--- src/rtl/ctrl_pkg.sv ---
// Shared definitions for the multicycle control unit.
// Holds the FSM state encoding, the opcode/funct constants, the classified
// instruction type produced by ctrl_decode, every datapath mux-select
// encoding and the ALU operation codes.
package ctrl_pkg;

  typedef enum logic [5:0] {
    S_RESET,
    S_FETCH,
    S_MEM_WAIT,
    S_IR_LOAD,
    S_DECODE,
    S_EXEC_ADD,
    S_EXEC_SUB,
    S_EXEC_AND,
    S_WB_R,
    S_ADDI,
    S_WB_I,
    S_MEM_ADDR,
    S_LW_READ,
    S_LW_WAIT,
    S_LW_WB,
    S_SW_WRITE,
    S_BEQ,
    S_BNE,
    S_JUMP,
    S_JR,
    S_RTE,
    S_BREAK,
    S_EXC_OPC,
    S_EXC_OVF,
    S_EXC_OPC_RD,
    S_EXC_OPC_WAIT,
    S_EXC_OVF_RD,
    S_EXC_OVF_WAIT,
    S_EXC_JUMP
  } state_t;

  typedef enum logic [3:0] {
    INS_ADD,
    INS_SUB,
    INS_AND,
    INS_JR,
    INS_BREAK,
    INS_RTE,
    INS_ADDI,
    INS_LW,
    INS_SW,
    INS_BEQ,
    INS_BNE,
    INS_J,
    INS_ILLEGAL
  } instr_t;

  // Opcodes (IR[31:26])
  localparam logic [5:0] OP_RTYPE = 6'h00;
  localparam logic [5:0] OP_J     = 6'h02;
  localparam logic [5:0] OP_BEQ   = 6'h04;
  localparam logic [5:0] OP_BNE   = 6'h05;
  localparam logic [5:0] OP_ADDI  = 6'h08;
  localparam logic [5:0] OP_LW    = 6'h23;
  localparam logic [5:0] OP_SW    = 6'h2B;

  // R-type funct codes (IR[5:0])
  localparam logic [5:0] FN_JR    = 6'h08;
  localparam logic [5:0] FN_BREAK = 6'h0D;
  localparam logic [5:0] FN_RTE   = 6'h13;
  localparam logic [5:0] FN_ADD   = 6'h20;
  localparam logic [5:0] FN_SUB   = 6'h22;
  localparam logic [5:0] FN_AND   = 6'h24;

  // ALU source A
  localparam logic [1:0] SRCA_PC = 2'd0;
  localparam logic [1:0] SRCA_A  = 2'd1;

  // ALU source B
  localparam logic [1:0] SRCB_B       = 2'd0;
  localparam logic [1:0] SRCB_FOUR    = 2'd1;
  localparam logic [1:0] SRCB_IMM     = 2'd2;
  localparam logic [1:0] SRCB_IMM_SH2 = 2'd3;

  // ALU operation
  localparam logic [2:0] ALU_LOADA = 3'b000;
  localparam logic [2:0] ALU_ADD   = 3'b001;
  localparam logic [2:0] ALU_SUB   = 3'b010;
  localparam logic [2:0] ALU_AND   = 3'b011;
  localparam logic [2:0] ALU_CMP   = 3'b111;

  // Memory address source
  localparam logic [2:0] IORD_PC      = 3'd0;
  localparam logic [2:0] IORD_ALUOUT  = 3'd1;
  localparam logic [2:0] IORD_EXC_OPC = 3'd3;
  localparam logic [2:0] IORD_EXC_OVF = 3'd4;

  // PC source
  localparam logic [2:0] PCSRC_ALU    = 3'd0;
  localparam logic [2:0] PCSRC_ALUOUT = 3'd1;
  localparam logic [2:0] PCSRC_JUMP   = 3'd2;
  localparam logic [2:0] PCSRC_EPC    = 3'd3;
  localparam logic [2:0] PCSRC_MDR    = 3'd4;

  // Register file write address
  localparam logic [2:0] REGDST_RT = 3'd0;
  localparam logic [2:0] REGDST_RD = 3'd1;
  localparam logic [2:0] REGDST_SP = 3'd2;

  // Register file write data
  localparam logic [3:0] MEMTOREG_ALUOUT = 4'd0;
  localparam logic [3:0] MEMTOREG_MDR    = 4'd1;
  localparam logic [3:0] MEMTOREG_SPINIT = 4'd2;

endpackage

--- src/rtl/ctrl_decode.sv ---
// Opcode/funct classifier for the control unit.
// Ports:
//   i_opcode - IR[31:26]
//   i_funct  - IR[5:0]
//   o_instr  - instruction class; INS_ILLEGAL for any unsupported
//              opcode or R-type funct
module ctrl_decode
  import ctrl_pkg::*;
(
  input  logic [5:0] i_opcode,
  input  logic [5:0] i_funct,
  output instr_t     o_instr
);

  always_comb begin
    o_instr = INS_ILLEGAL;
    case (i_opcode)
      OP_RTYPE: begin
        case (i_funct)
          FN_ADD:   o_instr = INS_ADD;
          FN_SUB:   o_instr = INS_SUB;
          FN_AND:   o_instr = INS_AND;
          FN_JR:    o_instr = INS_JR;
          FN_BREAK: o_instr = INS_BREAK;
          FN_RTE:   o_instr = INS_RTE;
          default:  o_instr = INS_ILLEGAL;
        endcase
      end
      OP_ADDI: o_instr = INS_ADDI;
      OP_LW:   o_instr = INS_LW;
      OP_SW:   o_instr = INS_SW;
      OP_BEQ:  o_instr = INS_BEQ;
      OP_BNE:  o_instr = INS_BNE;
      OP_J:    o_instr = INS_J;
      default: o_instr = INS_ILLEGAL;
    endcase
  end

endmodule

--- src/rtl/ctrl_unit.sv ---
// Multicycle control unit FSM.
// Ports:
//   clk, reset          - clock; synchronous active-high reset
//   opcode, funct       - instruction fields IR[31:26], IR[5:0]
//   Of,Zr,Eq,Gt,Lt,Ng   - ALU flags (Of and Eq are consumed)
//   PC_w .. EPCWrite    - register/memory write strobes
//   CtrlALUSrcA/B, CtrlULA, CtrlIord, CtrlPCSource, CtrlRegDst,
//   CtrlMemtoReg        - datapath mux selects and ALU operation
//   state_o             - current state, for debug
module ctrl_unit
  import ctrl_pkg::*;
#(
  parameter int SP_INIT      = 227,
  parameter int EXC_OPC_ADDR = 253,
  parameter int EXC_OVF_ADDR = 254
) (
  input  logic       clk,
  input  logic       reset,
  input  logic [5:0] opcode,
  input  logic [5:0] funct,
  input  logic       Of,
  input  logic       Zr,
  input  logic       Eq,
  input  logic       Gt,
  input  logic       Lt,
  input  logic       Ng,
  output logic       PC_w,
  output logic       MemRead,
  output logic       MemWrite,
  output logic       IRWrite,
  output logic       MDRWrite,
  output logic       RegWrite,
  output logic       ABWrite,
  output logic       ALUoutWrite,
  output logic       EPCWrite,
  output logic [1:0] CtrlALUSrcA,
  output logic [1:0] CtrlALUSrcB,
  output logic [2:0] CtrlULA,
  output logic [2:0] CtrlIord,
  output logic [2:0] CtrlPCSource,
  output logic [2:0] CtrlRegDst,
  output logic [3:0] CtrlMemtoReg,
  output logic [5:0] state_o
);

  // The datapath owns these values; the controller only selects them.
  if (SP_INIT < 0 || EXC_OPC_ADDR < 0 || EXC_OPC_ADDR > 255 ||
      EXC_OVF_ADDR < 0 || EXC_OVF_ADDR > 255 ||
      EXC_OPC_ADDR == EXC_OVF_ADDR) begin : g_bad_param
    $error("ctrl_unit: invalid SP_INIT or exception handler addresses");
  end

  state_t r_state;
  state_t w_next;
  instr_t w_instr;
  logic   w_unused_flags;

  assign w_unused_flags = ^{Zr, Gt, Lt, Ng};
  assign state_o        = r_state;

  ctrl_decode u_decode (
    .i_opcode (opcode),
    .i_funct  (funct),
    .o_instr  (w_instr)
  );

  always_ff @(posedge clk) begin
    if (reset) r_state <= S_RESET;
    else       r_state <= w_next;
  end

  // EXEC and BRANCH are split per operation so that the ALU op and the
  // branch sense are functions of state alone.
  always_comb begin
    w_next = r_state;
    case (r_state)
      S_RESET:    w_next = S_FETCH;
      S_FETCH:    w_next = S_MEM_WAIT;
      S_MEM_WAIT: w_next = S_IR_LOAD;
      S_IR_LOAD:  w_next = S_DECODE;
      S_DECODE: begin
        case (w_instr)
          INS_ADD:   w_next = S_EXEC_ADD;
          INS_SUB:   w_next = S_EXEC_SUB;
          INS_AND:   w_next = S_EXEC_AND;
          INS_JR:    w_next = S_JR;
          INS_BREAK: w_next = S_BREAK;
          INS_RTE:   w_next = S_RTE;
          INS_ADDI:  w_next = S_ADDI;
          INS_LW:    w_next = S_MEM_ADDR;
          INS_SW:    w_next = S_MEM_ADDR;
          INS_BEQ:   w_next = S_BEQ;
          INS_BNE:   w_next = S_BNE;
          INS_J:     w_next = S_JUMP;
          default:   w_next = S_EXC_OPC;
        endcase
      end
      S_EXEC_ADD,
      S_EXEC_SUB:     w_next = Of ? S_EXC_OVF : S_WB_R;
      S_EXEC_AND:     w_next = S_WB_R;
      S_ADDI:         w_next = Of ? S_EXC_OVF : S_WB_I;
      S_MEM_ADDR:     w_next = (w_instr == INS_LW) ? S_LW_READ : S_SW_WRITE;
      S_LW_READ:      w_next = S_LW_WAIT;
      S_LW_WAIT:      w_next = S_LW_WB;
      S_EXC_OPC:      w_next = S_EXC_OPC_RD;
      S_EXC_OPC_RD:   w_next = S_EXC_OPC_WAIT;
      S_EXC_OPC_WAIT: w_next = S_EXC_JUMP;
      S_EXC_OVF:      w_next = S_EXC_OVF_RD;
      S_EXC_OVF_RD:   w_next = S_EXC_OVF_WAIT;
      S_EXC_OVF_WAIT: w_next = S_EXC_JUMP;
      default:        w_next = S_FETCH;
    endcase
  end

  always_comb begin
    PC_w         = 1'b0;
    MemRead      = 1'b0;
    MemWrite     = 1'b0;
    IRWrite      = 1'b0;
    MDRWrite     = 1'b0;
    RegWrite     = 1'b0;
    ABWrite      = 1'b0;
    ALUoutWrite  = 1'b0;
    EPCWrite     = 1'b0;
    CtrlALUSrcA  = SRCA_PC;
    CtrlALUSrcB  = SRCB_B;
    CtrlULA      = ALU_LOADA;
    CtrlIord     = IORD_PC;
    CtrlPCSource = PCSRC_ALU;
    CtrlRegDst   = REGDST_RT;
    CtrlMemtoReg = MEMTOREG_ALUOUT;
    case (r_state)
      S_RESET: begin
        RegWrite     = 1'b1;
        CtrlRegDst   = REGDST_SP;
        CtrlMemtoReg = MEMTOREG_SPINIT;
      end
      S_FETCH: begin
        MemRead     = 1'b1;
        PC_w        = 1'b1;
        CtrlALUSrcB = SRCB_FOUR;
        CtrlULA     = ALU_ADD;
      end
      S_MEM_WAIT: MemRead = 1'b1;
      S_IR_LOAD:  IRWrite = 1'b1;
      S_DECODE: begin
        ABWrite     = 1'b1;
        ALUoutWrite = 1'b1;
        CtrlALUSrcB = SRCB_IMM_SH2;
        CtrlULA     = ALU_ADD;
      end
      S_EXEC_ADD, S_EXEC_SUB, S_EXEC_AND: begin
        ALUoutWrite = 1'b1;
        CtrlALUSrcA = SRCA_A;
        CtrlALUSrcB = SRCB_B;
        CtrlULA     = (r_state == S_EXEC_ADD) ? ALU_ADD :
                      (r_state == S_EXEC_SUB) ? ALU_SUB : ALU_AND;
      end
      S_WB_R: begin
        RegWrite   = 1'b1;
        CtrlRegDst = REGDST_RD;
      end
      S_ADDI, S_MEM_ADDR: begin
        ALUoutWrite = 1'b1;
        CtrlALUSrcA = SRCA_A;
        CtrlALUSrcB = SRCB_IMM;
        CtrlULA     = ALU_ADD;
      end
      S_WB_I: RegWrite = 1'b1;
      S_LW_READ: begin
        MemRead  = 1'b1;
        CtrlIord = IORD_ALUOUT;
      end
      S_LW_WAIT: begin
        MemRead  = 1'b1;
        MDRWrite = 1'b1;
        CtrlIord = IORD_ALUOUT;
      end
      S_LW_WB: begin
        RegWrite     = 1'b1;
        CtrlMemtoReg = MEMTOREG_MDR;
      end
      S_SW_WRITE: begin
        MemWrite = 1'b1;
        CtrlIord = IORD_ALUOUT;
      end
      S_BEQ, S_BNE: begin
        PC_w         = (r_state == S_BEQ) ? Eq : !Eq;
        CtrlALUSrcA  = SRCA_A;
        CtrlULA      = ALU_CMP;
        CtrlPCSource = PCSRC_ALUOUT;
      end
      S_JUMP: begin
        PC_w         = 1'b1;
        CtrlPCSource = PCSRC_JUMP;
      end
      S_JR: begin
        PC_w         = 1'b1;
        CtrlALUSrcA  = SRCA_A;
        CtrlULA      = ALU_LOADA;
        CtrlPCSource = PCSRC_ALU;
      end
      S_RTE: begin
        PC_w         = 1'b1;
        CtrlPCSource = PCSRC_EPC;
      end
      // PC already points past the break; PC-4 makes it re-execute.
      S_BREAK: begin
        PC_w         = 1'b1;
        CtrlALUSrcB  = SRCB_FOUR;
        CtrlULA      = ALU_SUB;
        CtrlPCSource = PCSRC_ALU;
      end
      S_EXC_OPC, S_EXC_OVF: begin
        EPCWrite    = 1'b1;
        CtrlALUSrcB = SRCB_FOUR;
        CtrlULA     = ALU_SUB;
      end
      S_EXC_OPC_RD: begin
        MemRead  = 1'b1;
        CtrlIord = IORD_EXC_OPC;
      end
      S_EXC_OPC_WAIT: begin
        MemRead  = 1'b1;
        MDRWrite = 1'b1;
        CtrlIord = IORD_EXC_OPC;
      end
      S_EXC_OVF_RD: begin
        MemRead  = 1'b1;
        CtrlIord = IORD_EXC_OVF;
      end
      S_EXC_OVF_WAIT: begin
        MemRead  = 1'b1;
        MDRWrite = 1'b1;
        CtrlIord = IORD_EXC_OVF;
      end
      S_EXC_JUMP: begin
        PC_w         = 1'b1;
        CtrlPCSource = PCSRC_MDR;
      end
      default: ;
    endcase
    // Reset gates every output immediately, so the cycle in which reset is
    // raised mid-instruction performs no writes.
    if (reset) begin
      PC_w         = 1'b0;
      MemRead      = 1'b0;
      MemWrite     = 1'b0;
      IRWrite      = 1'b0;
      MDRWrite     = 1'b0;
      RegWrite     = 1'b0;
      ABWrite      = 1'b0;
      ALUoutWrite  = 1'b0;
      EPCWrite     = 1'b0;
      CtrlALUSrcA  = '0;
      CtrlALUSrcB  = '0;
      CtrlULA      = '0;
      CtrlIord     = '0;
      CtrlPCSource = '0;
      CtrlRegDst   = '0;
      CtrlMemtoReg = '0;
    end
  end

endmodule

--- config.mk ---
export PLATFORM = sky130hd
export DESIGN_NAME = ctrl_unit
export DESIGN_NICKNAME = d
export VERILOG_FILES = /design/src/rtl/ctrl_pkg.sv /design/src/rtl/ctrl_decode.sv /design/src/rtl/ctrl_unit.sv
export SDC_FILE = /design/constraint.sdc
export NUM_CORES = 1
export LEC_CHECK = 0
export BUFFER_PORTS_ARGS = -buffer_cell sky130_fd_sc_hd__buf_2
export CAP_MARGIN = 10
export CELL_PAD_IN_SITES_DETAIL_PLACEMENT = 0
export CELL_PAD_IN_SITES_GLOBAL_PLACEMENT = 1
export CORE_UTILIZATION = 31
export CTS_BUF_LIST = sky130_fd_sc_hd__clkbuf_8
export CTS_CLUSTER_DIAMETER = 30
export CTS_CLUSTER_SIZE = 28
export DETAILED_ROUTE_END_ITERATION = 16
export PLACE_DENSITY = 0.77
export SYNTH_ARGS = -nofsm -noshare
export SYNTH_HDL_FRONTEND = slang
export SYNTH_HIERARCHICAL = 1
export SYNTH_SLANG_ARGS = --single-unit
--- constraint.sdc ---
create_clock -name clk -period 1.96 [get_ports clk]
set_input_delay 0.098 -clock clk [delete_from_list [all_inputs] [get_ports clk]]
set_output_delay 0.098 -clock clk [all_outputs]
set_load 0.05 [all_outputs]
==> impl_metrics.yaml <==
global_route:
  grt_max_degree: 33
  track_usage_pct: 17.5
  grt_pass1_wl_um: 7120
  antenna_found_initial: 0
  grt_overflow_total: 0
  grt_pass1_vias: 1623
critical_path:
  cp-startpoint: "funct[3]"
  r2r-end: "state_o[4]$_SDFF_PP0_"
  endpoint_kind: "register"
  arrival_ns: 1.98
  crit_type: "in -> reg"
  required_ns: 2.11
  r2r_start: "state_o[0]$_SDFF_PP0_"
  crit_end: "state_o[1]$_SDFF_PP0_"
  r2r_setup_slack_ns: 0.32
  cp-start-kind: "input port"
  reg2reg_depth: 6
  cp_max_fo: 5
clock_tree:
  cts_max_path_buffers: 2
  hold_buffers: 0
  root_buffer: "clkbuf_8"
  htree_levels: 1
  clk_latency_ns: 0.22
  cts_tree: "done"
  cts_made_buffers: 3
  path_clk_slew_ns: 0.03
  cts.sinks: 5
cells_and_area:
  layout-drive-gt1-share_pct: 41.4
  largest_register_ffs: 5
  fin_cells: 332
  mostFrequentLayoutCell: "buf_2"
  nets: 306
  final_core_util_pct: 47.6
  n_antenna_cell: 0
  synthToLayoutAreaGrowth_pct: 47.3
  register_area_um2: 114
  final_cell_mix: "buf_2 (44), buf_4 (30), nor2_1 (18), nand2_1 (17), a21oi_1 (15)"
  fill_cells: 444
  multiInputGateArea_mm2: 0.00135
yosys:
  postSynthAreaPerCell_um2: 6.46
  synth_edf_count: 0
  async_flop_share_pct: 0
  syn_inst: 218
  synth_area_mm2: 0.00141
  synth-seq-cells: 5
  yosysWarnings: 6
  ys_types: 59
  yosys_most_used_dff: "dfxtp_1"
  ys_seq_area_share_pct: 7.11
worst_hold_path:
  hp-class: "in -> reg"
  whs_path_depth: 3
power_and_ir_drop:
  power_density_mw_per_mm2: 301
  max-vdd-ir-drop_uv: 134
  p_leak_nw: 0.842
timing:
  worst_hold_slack_ns: 0.275
  fin_crit_ns: 1.83
  fin_worst_skew_ns: 0.000598
  fmax_mhz: 545
  setup_viol_count_final: 0
  hold_viol_final: 0
  finalCritPeriodShare_pct: 93.6
  worst-slew-pin-transition_ns: 0.672
  slew_headroom_pct: 55.2
  maxSlewViolCount: 0
floorplan:
  fp.dieW_um: 69.4
  start_util_pct: 32.3
  fp.dieH_um: 69.4
  dieArea_mm2: 0.00481
  rows: 24
  core_mm2: 0.00435
  ios: 55
detailed_routing:
  drc: 0
  via_per_inst: 5.47
  vias: 1815
  postRouteAntennaNets: 0
  wl_per_cell_um: 12.9
  drtIter0Drc: 114
  finalWirelength_um: 4290
  dr.pass1.iters: 4
run_status:
  outcome: "finished, final reports clean"
place:
  gp_congestion: 0.767
  dpl.cell_count: 327
  hpwl_um: 3240
  io_buffers: 45
job:
  drv_cap: 0
-- power breakdown --
group          total [W]  internal, W  switching [W]
combinational   0.000326     0.000115       0.000211
sequential      0.000112     0.000102     0.00000995
clock           0.000186     0.000134      0.0000521
-- worst max-delay path: stages --
cell and delay, ns:
buf_2 0.12, and2b_2 0.22, a21oi_1 0.07, o32a_1 0.33
o32ai_4 0.32, inv_1 0.11, ha_1 0.30, mux2i_1 0.17
o221ai_2 0.11, a31oi_1 0.13
-- area by class of cell --
| cell class | count | area share (%) |
|---|---|---|
| multi-input cells | 185 | 65.0 |
| well taps | 52 | 3.14 |
| clock buffers | 3 | 1.99 |
| clock inverters | 1 | 0.181 |
| flip-flops and latches | 5 | 5.49 |
| inverters | 10 | 1.81 |
| repair buffers | 76 | 22.4 |
-- per-layer routing --
metal	vias up	routed length [um]	global-route usage, %	share of wire, %
met5	-	0	0	0
met1	853	1880	20.7	44
li1	912	-	-	-
met3	6	156	2.62	3.6
met4	0	44	4.54	1.0
met2	44	2210	32.5	51
-- logic make-up after synthesis --
logic type | synth area share, %
multiplexers | 1.42
adder cells (fa/ha/maj) | 4.44
AND/OR/NAND/NOR | 40.4
other | 0.266
buffers and inverters | 11.9
flip-flops | 7.11
AO/OA/AOI/OAI | 32.0
XOR/XNOR | 2.49
-- worst min path at each step --
stage	end	start	slack, ns
floorplan	state_o[2]$_SDFF_PP0_	Of	0.28
global placement	state_o[2]$_SDFF_PP0_	Of	0.50
detailed placement	state_o[2]$_SDFF_PP0_	Of	0.50
CTS	state_o[2]$_SDFF_PP0_	Of	0.27
global route	state_o[2]$_SDFF_PP0_	Of	0.30
finish	state_o[2]$_SDFF_PP0_	Of	0.27
-- synthesized netlist by cell type, types with 4 or more instances --
cell       n  area [um2]
nor2b_1    6        37.5
ha_1       5        62.6
or3_1      4        25.0
a21oi_1   17        85.1
inv_1      7        26.3
o21ai_1    5        25.0
a31oi_1    4        25.0
nor3_1    14        70.1
nor2_1    22        82.6
nand3b_1   4        30.0
buf_2      8        40.0
nand2b_1   7        43.8
o211ai_1   5        37.5
dfxtp_1    5         100
o21ai_0    9        45.0
nor4_1     4        25.0
nand2_1   17        63.8
buf_4      8        60.1
a211oi_1   7        52.6
-- stage by stage --
step | setup WS, ns | instance area (um2) | total power (W) | TNS [ns]
after global placement | -0.107 | 1980 | 0.000431 | -0.206
after detailed placement | -0.173 | 1980 | 0.000433 | -0.474
after CTS | 0.0114 | 2030 | 0.000622 | 0
after global routing | -0.00948 | 2070 | 0.000664 | -0.0129
after floorplan | -0.412 | 1600 | 0.000346 | -1.24
final | 0.125 | 2070 | 0.000624 | 0
-- repair_timing --
item	4_1_cts	5_1_grt
gates resized for setup	0	9
endpoints found under the setup margin	0	15
setup buffers	0	1
Note: power is estimated with default switching activity, not from simulation.
